<file path="src/rtl/lsu_mem_arb.sv">
// lsu_mem_arb: round-robin arbiter sharing one LSU memory port among NUM_REQS slices.
// Rev 1.0
`default_nettype none

module lsu_mem_arb #(
  parameter int NUM_REQS    = 4,
  parameter int NUM_LANES   = 4,
  parameter int DATA_W      = 32,
  parameter int ADDR_W      = 30,
  parameter int TAG_W       = 8,
  parameter int MAX_PENDING = 16,
  localparam int SEL_W      = (NUM_REQS > 1) ? $clog2(NUM_REQS) : 1
) (
  input  logic                                 clk,
  input  logic                                 reset,
  input  logic [NUM_REQS-1:0]                  req_valid,
  input  logic [NUM_REQS-1:0]                  req_rw,
  input  logic [NUM_REQS*NUM_LANES-1:0]        req_mask,
  input  logic [NUM_REQS*NUM_LANES*ADDR_W-1:0] req_addr,
  input  logic [NUM_REQS*NUM_LANES*DATA_W-1:0] req_data,
  input  logic [NUM_REQS*TAG_W-1:0]            req_tag,
  output logic [NUM_REQS-1:0]                  req_ready,
  output logic                                 mem_req_valid,
  output logic                                 mem_req_rw,
  output logic [NUM_LANES-1:0]                 mem_req_mask,
  output logic [NUM_LANES*ADDR_W-1:0]          mem_req_addr,
  output logic [NUM_LANES*DATA_W-1:0]          mem_req_data,
  output logic [TAG_W+SEL_W-1:0]               mem_req_tag,
  input  logic                                 mem_req_ready,
  input  logic                                 mem_rsp_valid,
  input  logic [NUM_LANES-1:0]                 mem_rsp_mask,
  input  logic [NUM_LANES*DATA_W-1:0]          mem_rsp_data,
  input  logic [TAG_W+SEL_W-1:0]               mem_rsp_tag,
  output logic                                 mem_rsp_ready,
  output logic [NUM_REQS-1:0]                  rsp_valid,
  output logic [NUM_LANES-1:0]                 rsp_mask,
  output logic [NUM_LANES*DATA_W-1:0]          rsp_data,
  output logic [TAG_W-1:0]                     rsp_tag,
  input  logic [NUM_REQS-1:0]                  rsp_ready,
  output logic [NUM_REQS-1:0]                  idle
);

  localparam int CNT_W = $clog2(MAX_PENDING + 1);

  logic [SEL_W-1:0]    rr;
  logic [SEL_W-1:0]    sel;
  logic [SEL_W-1:0]    cand;
  logic [SEL_W-1:0]    rr_next;
  logic [SEL_W-1:0]    rsp_sel;
  logic [SEL_W-1:0]    held_sel;
  logic                found;
  logic                can_load;
  logic                accept;
  logic                rd_accept;
  logic                rsp_fire;
  logic [NUM_REQS-1:0] eligible;
  logic [NUM_REQS-1:0] hit;
  logic [CNT_W-1:0]    pending;
  logic [CNT_W-1:0]    pend_i [NUM_REQS];

  function automatic logic [CNT_W-1:0] cnt_next(input logic [CNT_W-1:0] c,
                                                input logic inc, input logic dec);
    if (inc && !dec) return c + CNT_W'(1);
    if (dec && !inc) return (c == '0) ? c : c - CNT_W'(1);
    return c;
  endfunction

  // Eligibility looks at the registered count, so a response firing this cycle
  // does not unblock a read until the next one.
  always_comb begin
    for (int i = 0; i < NUM_REQS; i++)
      eligible[i] = req_valid[i] && (req_rw[i] || (pending < CNT_W'(MAX_PENDING)));
  end

  always_comb begin
    found = 1'b0;
    sel   = '0;
    cand  = '0;
    for (int k = 0; k < NUM_REQS; k++) begin
      cand = SEL_W'((int'(rr) + k) % NUM_REQS);
      if (!found && eligible[cand]) begin
        found = 1'b1;
        sel   = cand;
      end
    end
  end

  assign can_load  = !mem_req_valid || mem_req_ready;
  assign accept    = !reset && can_load && found;
  assign rd_accept = accept && !req_rw[sel];
  assign rr_next   = SEL_W'((int'(sel) + 1) % NUM_REQS);
  assign held_sel  = mem_req_tag[SEL_W-1:0];

  assign rsp_sel  = mem_rsp_tag[SEL_W-1:0];
  assign rsp_tag  = mem_rsp_tag[TAG_W+SEL_W-1:SEL_W];
  assign rsp_mask = mem_rsp_mask;
  assign rsp_data = mem_rsp_data;

  always_comb begin
    for (int i = 0; i < NUM_REQS; i++) begin
      req_ready[i] = accept && (int'(sel) == i);
      hit[i]       = (int'(rsp_sel) == i);
      rsp_valid[i] = !reset && mem_rsp_valid && hit[i];
      idle[i]      = (pend_i[i] == '0) && !(mem_req_valid && (int'(held_sel) == i));
    end
  end

  // An out-of-range index matches no slice and is never accepted.
  assign mem_rsp_ready = |(hit & rsp_ready);
  assign rsp_fire      = mem_rsp_valid && mem_rsp_ready;

  always_ff @(posedge clk) begin
    if (reset) begin
      mem_req_valid <= 1'b0;
      rr            <= '0;
      pending       <= '0;
      for (int i = 0; i < NUM_REQS; i++) pend_i[i] <= '0;
    end else begin
      if (accept) begin
        mem_req_valid <= 1'b1;
        mem_req_rw    <= req_rw[sel];
        mem_req_mask  <= req_mask[int'(sel)*NUM_LANES +: NUM_LANES];
        mem_req_addr  <= req_addr[int'(sel)*NUM_LANES*ADDR_W +: NUM_LANES*ADDR_W];
        mem_req_data  <= req_data[int'(sel)*NUM_LANES*DATA_W +: NUM_LANES*DATA_W];
        mem_req_tag   <= {req_tag[int'(sel)*TAG_W +: TAG_W], sel};
        rr            <= rr_next;
      end else if (mem_req_ready) begin
        mem_req_valid <= 1'b0;
      end
      pending <= cnt_next(pending, rd_accept, rsp_fire);
      for (int i = 0; i < NUM_REQS; i++)
        pend_i[i] <= cnt_next(pend_i[i], rd_accept && (int'(sel) == i), rsp_fire && hit[i]);
      if (rsp_fire) assert (pending != '0);
      if (mem_rsp_valid) assert (|hit);
    end
  end

endmodule

`default_nettype wire

</file>
<file path="config.mk">
export PLATFORM = sky130hd
export DESIGN_NAME = lsu_mem_arb
export DESIGN_NICKNAME = d
export VERILOG_FILES = /design/src/rtl/lsu_mem_arb.sv
export SDC_FILE = /design/constraint.sdc
export NUM_CORES = 1
export LEC_CHECK = 0
export ABC_AREA = 1
export BUFFER_PORTS_ARGS = -buffer_cell sky130_fd_sc_hd__buf_4
export CORE_AREA = 2 2 638 640
export DETAILED_ROUTE_END_ITERATION = 10
export DIE_AREA = 0 0 640 642
export GPL_TIMING_DRIVEN = 0
export SETUP_SLACK_MARGIN = 0.5
export SKIP_CTS_REPAIR_TIMING = 1
export SLEW_MARGIN = 0
export SYNTH_ARGS = -nofsm -noshare
export SYNTH_HDL_FRONTEND = slang
export SYNTH_SLANG_ARGS = --single-unit
</file>
<file path="constraint.sdc">
create_clock -name clk -period 16.6 [get_ports clk]
set_input_delay 2.49 -clock clk [delete_from_list [all_inputs] [get_ports clk]]
set_output_delay 2.49 -clock clk [all_outputs]
set_load 0.01 [all_outputs]
</file>
==> results of run 1 <==
## worst max-delay path by stage
stage,startpoint,slack (ns),cells after the start,to
2_1_floorplan,req_rw[1],5.28,10,req_ready[0]
6_report,req_rw[1],7.77,16,req_ready[0]
3_5_place_dp,req_rw[1],7.50,16,req_ready[0]
5_1_grt,req_rw[1],7.53,16,req_ready[0]
3_3_place_gp,req_rw[1],-0.46,12,req_ready[3]
4_1_cts,req_rw[1],7.50,16,req_ready[0]
## routing by layer
layer / GRT usage, % / share of wire (%) / vias to the layer above
met2: 28.3 / 49 / 2109
met4: 6.27 / 5.3 / 290
met1: 14.5 / 31 / 13238
li1: - / - / 12031
met5: 0 / 0.57 / -
met3: 9.63 / 14 / 933
## power by group through the flow
stage | Combinational (mW) | Sequential, mW | Clock, mW
3_3_place_gp | 7.49 | 1.70 | 0
4_1_cts | 7.53 | 1.63 | 1.22
3_5_place_dp | 7.51 | 1.64 | 0
6_report | 7.25 | 1.63 | 1.17
5_1_grt | 7.78 | 1.66 | 1.23
2_1_floorplan | 2.91 | 1.82 | 0
## state kept, by name, indices dropped and copies added (netlist names)
name	cells
mem_req_valid	1
mem_req_addr	120
rr	2
mem_req_mask	4
mem_req_data	128
mem_req_tag	10
mem_req_rw	1
pend_i	20
pending	5
## tightest hold or removal path, delay by kind of cell (launching register included)
family                 cells  cell delay, ns
AO/OA/AOI/OAI              1            0.05
flip-flops                 1            0.30
buffers and inverters      1            0.06
## cell families (layout without fill, tap and decap cells)
group	Yosys count	after routing	synth area share, %
and+or+nand+nor	1179	1179	22.3
buffers and inverters	621	2190	15.6
AOI/OAI and AO/OA	593	593	18.0
DFF	291	291	41.6
adders and majority gates	30	30	1.99
xor gates and xnor gates	12	12	0.516
other	0	81	0
## stage by stage
stage,power (mW),TNS [ns],hold slack (ns)
final,10.1,0,0.458
after global routing,10.7,0,0.485
after CTS,10.4,0,0.461
after detailed placement,9.15,0,0.450
after global placement,9.19,-1.76,0.455
after floorplan,4.73,0,0.434
## synthesized netlist by cell type, types with 5 or more instances
cell      count
nand2_1     568
nor2_1      555
inv_1       301
edfxtp_1    263
o211ai_1    260
o21ai_1     201
buf_4       161
buf_2       130
o21ai_0      82
a21oi_1      30
nand3_1      30
dfxtp_1      28
ha_1         26
clkbuf_1     11
buf_6        10
a21o_1        8
xor2_1        8
nor3_1        7
a31oi_1       6
nand2_2       5
## cell type report
type | count | area (um^2) | share of cell area, %
Timing Repair Buffer | 1476 | 11100 | 27.7
Multi-Input combinational cell | 1814 | 8710 | 21.7
Sequential cell | 291 | 8460 | 21.1
Tap cell | 5428 | 6790 | 16.9
Buffer | 316 | 2030 | 5.05
Clock buffer | 59 | 1340 | 3.33
Inverter | 305 | 1160 | 2.88
Clock inverter | 34 | 348 | 0.866
Antenna cell | 81 | 203 | 0.504
==> reports/results.txt, run 1 <==
Final routed wire length divided by cell count: 34.6 um
Hold Path Stages: 2
Post-route cell area: 40,200 um^2
Global-route wire length before repair: 393 mm
Number of buffers on the longest clock path: 3
Final design utilization: 9.94%
GRT Total Usage: 15.9%
Setup slack of the worst register-to-register path: 10.82 ns
Post-DR vias/cell: 2.92
Count of nets after finishing: 5,482
Clock latency at the later pin of the worst-skew pair: 0.75 ns
Share of the yosys chip area belonging to registers: 41.6%
Die Span X: 640 um
HPWL after DPL: 302 mm
Core box area: 404,000 um^2
Unrepaired setup endpoints after global routing: no
Share of Yosys cell area claimed by the top area cell type: 38.8%
Root buffer cell: clkbuf_16
Syn nets: 3,954
Number of buffers inserted during clock tree synthesis: 50
Buffers added on ports: 1,473
Effective utilization at floorplan: 5.03%
Worst slack at placement: 7.50 ns
Setup-failing EPs final: 0
Maximum level of the CTS H-tree: 2
Critical path start-end classification: input port to output pin
Number of vias after detailed routing: 28,601
Share of final-layout standard cells stronger than drive strength 1: 43.7%
Weighted congestion at the end of routability-driven global placement: 1.04
Count of unique library cells instantiated by Yosys: 35
Min setup slack post-route: 7.77 ns
Gate count of the mapped netlist: 2,726
Antenna Nets Post-Route: 0
Stage delay of the slowest cell on the critical path: 0.81 ns
Min-delay worst type: register to register
Destination of the worst hold path: pend_i[2][4]
Mean post-synth cell area: 7.47 um^2
Most common cell after layout, fill and taps aside: buf_4
Post-route clock period utilization: 53.2%
Arrival @ worst endpoint: 6.34 ns
First-iteration detailed-routing DRC count: 2,767
Overall die height: 642 um
Biggest area contributors in the synthesized netlist: edfxtp_1 39%, nand2_1 10%, nor2_1 10%, o211ai_1 9.6%, buf_4 5.9%
Post-route insts no fill: 9,804
Combined buffer and inverter count along the critical path: 7
Outcome: complete, no violations
Cell type with the largest total area after synthesis: edfxtp_1
Site row count: 234
Pwr Density: 250 nW/um^2
CP Launch Type: input port
Inst Count DP: 9,630
Cell chain of the critical path: buf_4, inv_1, nand2_1, nand3_1, nand2_1, nor2_2, nand2_2, inv_1, nand3_1, nand2_2, buf_2, buf_2, ha_1, nand2_1, inv_1, buf_4
Clock slew at the register clock pins of the worst setup and hold paths: 0.06 ns
Critical Path Sink Type: output pin
Part of the total power dissipated in sequential elements: 16.3%
Library cell contributing the largest single delay on the critical path: nand2_2
Crit-path leading delay family: buffers and inverters
Setup Skew: 0.0338 ns
Timing-limited maximum frequency: 113 MHz
Sw power: 6.00 mW
End of the worst register-to-register path: pend_i[0][4]
Start point of the worst min-delay path: pend_i[2][4]
Max_slew headroom: 19.3%
R2R Path Start: pending[4]
Area of the die: 411,000 um^2
Worst EP required: 14.11 ns
Highest-count cells in the layout ignoring fill and taps: 1,634 x buf_4, 568 x nand2_1, 555 x nor2_1, 300 x inv_1, 263 x edfxtp_1
First-pass iteration count of the detailed router: 5
Final hold viol count: 0
# clock sinks: 291
Combinational share of power: 72.1%
Max-capacitance violation count: 0
Slew at the pin closest to its max-slew limit: 1.21 ns
Fraction of power consumed by the clock network: 11.7%
Number of max-slew violations in the final report: 0
Number of enable-type register cells in the synthesized netlist: 263
Filler Cells Inserted: 47,337
Via count of the first global-routing pass: 26,034
Worst ir drop on vdd: 0.130 mV
Post-synth top flop: edfxtp_1
Switching power as a share of total power: 59.7%
Remaining design rule violation count: 0
Min Clock Period, post-route: 8.83 ns
Register-to-Register Path Depth: 23
Synth-to-Final Area Change: 97.4%
Cell leakage power: 17.5 nW
FFs w/ async S/R, synth: 0%
Largest fanout on the critical path: 11
Synth Register Bits: 291
Final routed wirelength across all metal layers: 339 mm
Internal power: 4.05 mW
Number of antenna violations at the first check in global routing: 387
Gr ovfl total: 0
Synthesized area: 20,400 um^2
TritonCTS clock tree: built
Top-level I/O count: 1,615
Post-place instance area: 38,300 um^2
Synthesis warning total: 0
Pin count of the biggest net entering global routing: 100
Power figures use the tool's default switching activity.
==> run 2: changes to the inputs <==
- ABC_AREA: 1 -> 0
- CORE_AREA: 2 2 638 640 -> 2 2 630 632
- DIE_AREA: 0 0 640 642 -> 0 0 632 634
- clock period: 16.6 -> 7.6 ns (I/O delays scaled with it)
==> reports/results.txt, run 2 <==
Outcome: finished, violations left (was complete, no violations)
Violations in the final reports: capacitance limit, slew limit
Gate count of the mapped netlist: 1,569 (was 2,726)
Root buffer cell: clkbuf_16 (unchanged)
Post-route cell area: 39,800 um^2 (was 40,200 um^2)
Number of max-slew violations in the final report: 2 (was 0)
Flip-flop count of the largest register after layout: 128 (unchanged)
Combinational share of power: 60.5% (was 72.1%)
Remaining design rule violation count: 0 (unchanged)
GRT Total Usage: 12.7% (was 15.9%)
Die Span X: 632 um (was 640 um)
Critical Path Sink Type: output pin (unchanged)
Share of the yosys chip area belonging to registers: 42.1% (was 41.6%)
Synth Register Bits: 291 (unchanged)
Cell type with the largest total area after synthesis: edfxtp_1 (unchanged)
Largest fanout on the critical path: 12 (was 11)
Post-route insts no fill: 8,443 (was 9,804)
Final total negative setup slack: 0 ns (unchanged)
Number of buffers on the longest clock path: 3 (unchanged)
Gr ovfl total: 0 (unchanged)
Post-route clock period utilization: 72.9%
Weighted congestion at the end of routability-driven global placement: 0.967 (was 1.04)
Post-place instance area: 38,100 um^2 (was 38,300 um^2)
Final hold viol count: 0 (unchanged)
R2R Path Start: rr[0] (was pending[4])
Largest registers: mem_req_data x128, mem_req_addr x120, pend_i x20 (unchanged)
Filler Cells Inserted: 45,663 (was 47,337)
Final routed wirelength across all metal layers: 267 mm (was 339 mm)
Unrepaired setup endpoints after global routing: no (unchanged)
Critical path start-end classification: input port to output pin (unchanged)
FFs w/ async S/R, synth: 0% (unchanged)
Synthesized area: 20,100 um^2 (was 20,400 um^2)
Clock slew at the register clock pins of the worst setup and hold paths: 0.05 ns (was 0.06 ns)
TritonCTS clock tree: built (unchanged)
Min-delay worst type: register to register (unchanged)
Setup Skew: 0.0399 ns (was 0.0338 ns)
CP Launch Type: input port (unchanged)
Count of unique library cells instantiated by Yosys: 55 (was 35)
Share of final-layout standard cells stronger than drive strength 1: 58.0% (was 43.7%)
Global-route wire length before repair: 306 mm (was 393 mm)
Max-capacitance violation count: 1 (was 0)
Max_slew headroom: -6.34% (was 19.3%)
Worst EP required: 6.46 ns (was 14.11 ns)
Synth-to-Final Area Change: 98.1% (was 97.4%)
Area of the die: 401,000 um^2 (was 411,000 um^2)
Share of Yosys cell area claimed by the top area cell type: 39.3% (was 38.8%)
Switching power as a share of total power: 45.8% (was 59.7%)
First-pass iteration count of the detailed router: 5 (unchanged)
Start point of the worst min-delay path: pend_i[1][4] (was pend_i[2][4])
Highest-count cells in the layout ignoring fill and taps: 1,660 x buf_4, 784 x mux2i_1, 263 x edfxtp_1, 47 x clkbuf_16, 44 x nor2_1 (was 1,634 x buf_4, 568 x nand2_1, 555 x nor2_1, 300 x inv_1, 263 x edfxtp_1)
Syn nets: 2,797 (was 3,954)
HPWL after DPL: 245 mm (was 302 mm)
Cell with the most instances after synthesis: mux2i_1 (was nand2_1)
Sw power: 5.75 mW (was 6.00 mW)
Crit path launch: req_rw[3] (was req_rw[1])
Number of buffers inserted during clock tree synthesis: 45 (was 50)
Overall die height: 634 um (was 642 um)
Final routed wire length divided by cell count: 31.6 um (was 34.6 um)
Effective utilization at floorplan: 5.10% (was 5.03%)
Worst ir drop on vdd: 0.181 mV (was 0.130 mV)
Count of nets after finishing: 4,329 (was 5,482)
Antenna Nets Post-Route: 0 (unchanged)
Biggest register: mem_req_data (unchanged)
Via count of the first global-routing pass: 20,025 (was 26,034)
Number of enable-type register cells in the synthesized netlist: 263 (unchanged)
Fraction of power consumed by the clock network: 18.2% (was 11.7%)
Part of the total power dissipated in sequential elements: 21.3% (was 16.3%)
Clock latency at the later pin of the worst-skew pair: 0.69 ns (was 0.75 ns)
Most frequent cells after synthesis: 785 x mux2i_1, 263 x edfxtp_1, 189 x buf_4 (was 568 x nand2_1, 555 x nor2_1, 301 x inv_1)
Slew at the pin closest to its max-slew limit: 1.55 ns (was 1.21 ns)
Number of vias after detailed routing: 21,183 (was 28,601)
# clock sinks: 291 (unchanged)
Mean post-synth cell area: 12.8 um^2 (was 7.47 um^2)
Most common cell after layout, fill and taps aside: buf_4 (unchanged)
Post-synth top flop: edfxtp_1 (unchanged)
Inst Count DP: 8,296 (was 9,630)
Setup-failing EPs final: 0 (unchanged)
Internal power: 6.82 mW (was 4.05 mW)
Min Clock Period, post-route: 5.54 ns
Synthesis warning total: 0 (unchanged)
Biggest area contributors in the synthesized netlist: edfxtp_1 39%, mux2i_1 39%, buf_4 7.1%, dfxtp_1 2.8%, buf_12 2.2% (was edfxtp_1 39%, nand2_1 10%, nor2_1 10%, o211ai_1 9.6%, buf_4 5.9%)
Buffers added on ports: 1,471 (was 1,473)
Cell leakage power: 16.7 nW (was 17.5 nW)
Pin count of the biggest net entering global routing: 25 (was 100)
Site row count: 231 (was 234)
Core box area: 394,000 um^2 (was 404,000 um^2)
Maximum level of the CTS H-tree: 2 (unchanged)
Number of antenna violations at the first check in global routing: 264 (was 387)
Pwr Density: 316 nW/um^2 (was 250 nW/um^2)
Timing-limited maximum frequency: 181 MHz
First-iteration detailed-routing DRC count: 1,380 (was 2,767)
Final design utilization: 10.1% (was 9.94%)
Arrival @ worst endpoint: 4.40 ns (was 6.34 ns)
Top-level I/O count: 1,615 (unchanged)
Post-DR vias/cell: 2.51 (was 2.92)
run 2: changes by cell type after synthesis, sizes merged, moves of 9 or more:
| cell | delta |
|---|---|
| buf | -76 |
| nand2b | +9 |
| nand3 | -28 |
| inv | -287 |
| o21ai | -272 |
| nand2 | -553 |
| nor2 | -511 |
| o211ai | -260 |
| mux2i | +785 |
run 2: logic make-up (layout without fill, tap and decap cells):
| family | count (synthesis) | count (layout) | synth area share, % |
|---|---|---|---|
| mux | 788 | 788 | 39.3 |
| flops | 291 | 291 | 42.1 |
| buf+inv | 254 | 1822 | 10.5 |
| simple gates | 104 | 104 | 2.50 |
| compound gates | 87 | 87 | 2.86 |
| fa+ha+maj | 30 | 30 | 2.02 |
| xor+xnor | 15 | 15 | 0.654 |
| other cells | 0 | 64 | 0 |
run 2: power by group through the flow:
stage | clock, mW | combinational, mW | sequential, mW
6_report | 2.29 | 7.61 | 2.68
5_1_grt | 2.43 | 7.99 | 2.71
4_1_cts | 2.42 | 7.83 | 2.68
3_5_place_dp | 0 | 7.81 | 2.71
3_3_place_gp | 0 | 7.76 | 2.76
2_1_floorplan | 0 | 3.68 | 2.89
run 2: stage by stage:
stage | hold slack (ns) | worst slack (ns) | power [mW]
CTS | 0.489 | 1.78 | 12.9
finish | 0.493 | 2.06 | 12.6
global route | 0.520 | 1.90 | 13.1
global placement | 0.487 | -5.13 | 10.5
floorplan | 0.459 | -0.787 | 6.57
detailed placement | 0.481 | 1.34 | 10.5
run 2: worst max-delay path, stage by stage:
cell      delay (ns)
buf_4           0.15
mux2i_4         0.07
a221oi_2        0.28
a31oi_1         0.21
nor2_4          0.78
buf_2           0.61
buf_4           0.45
ha_1            0.21
and2_1          0.23
buf_4           0.16
run 2: final cells by class:
class	instances	area, um^2	share of cell area [%]
timing repair buffer	1485	11400	28.5
multi-input combinational	1024	9630	24.2
sequential	291	8460	21.3
tap	5242	6560	16.5
buffer	236	2040	5.14
clock buffer	58	1240	3.11
clock inverter	25	275	0.692
antenna	64	160	0.402
inverter	18	72.6	0.182
run 2: layer usage:
layer	track usage (%)	vias to the layer above	part of all wire (%)
met5	0	-	0.56
met4	4.02	230	3.6
met3	8.27	611	14
met2	21.2	1331	47
met1	12.8	10067	34
li1	-	8944	-
run 2: path summary, 6_finish.rpt:
kind / end / cells past startpoint / slack [ns]
worst max register to register: pend_i[2][4] / 19 / 2.22
worst min-delay path: pend_i[1][4] / 2 / 0.49
worst min register to register: pend_i[1][4] / 2 / 0.49
worst max-delay path: req_ready[2] / 10 / 2.06
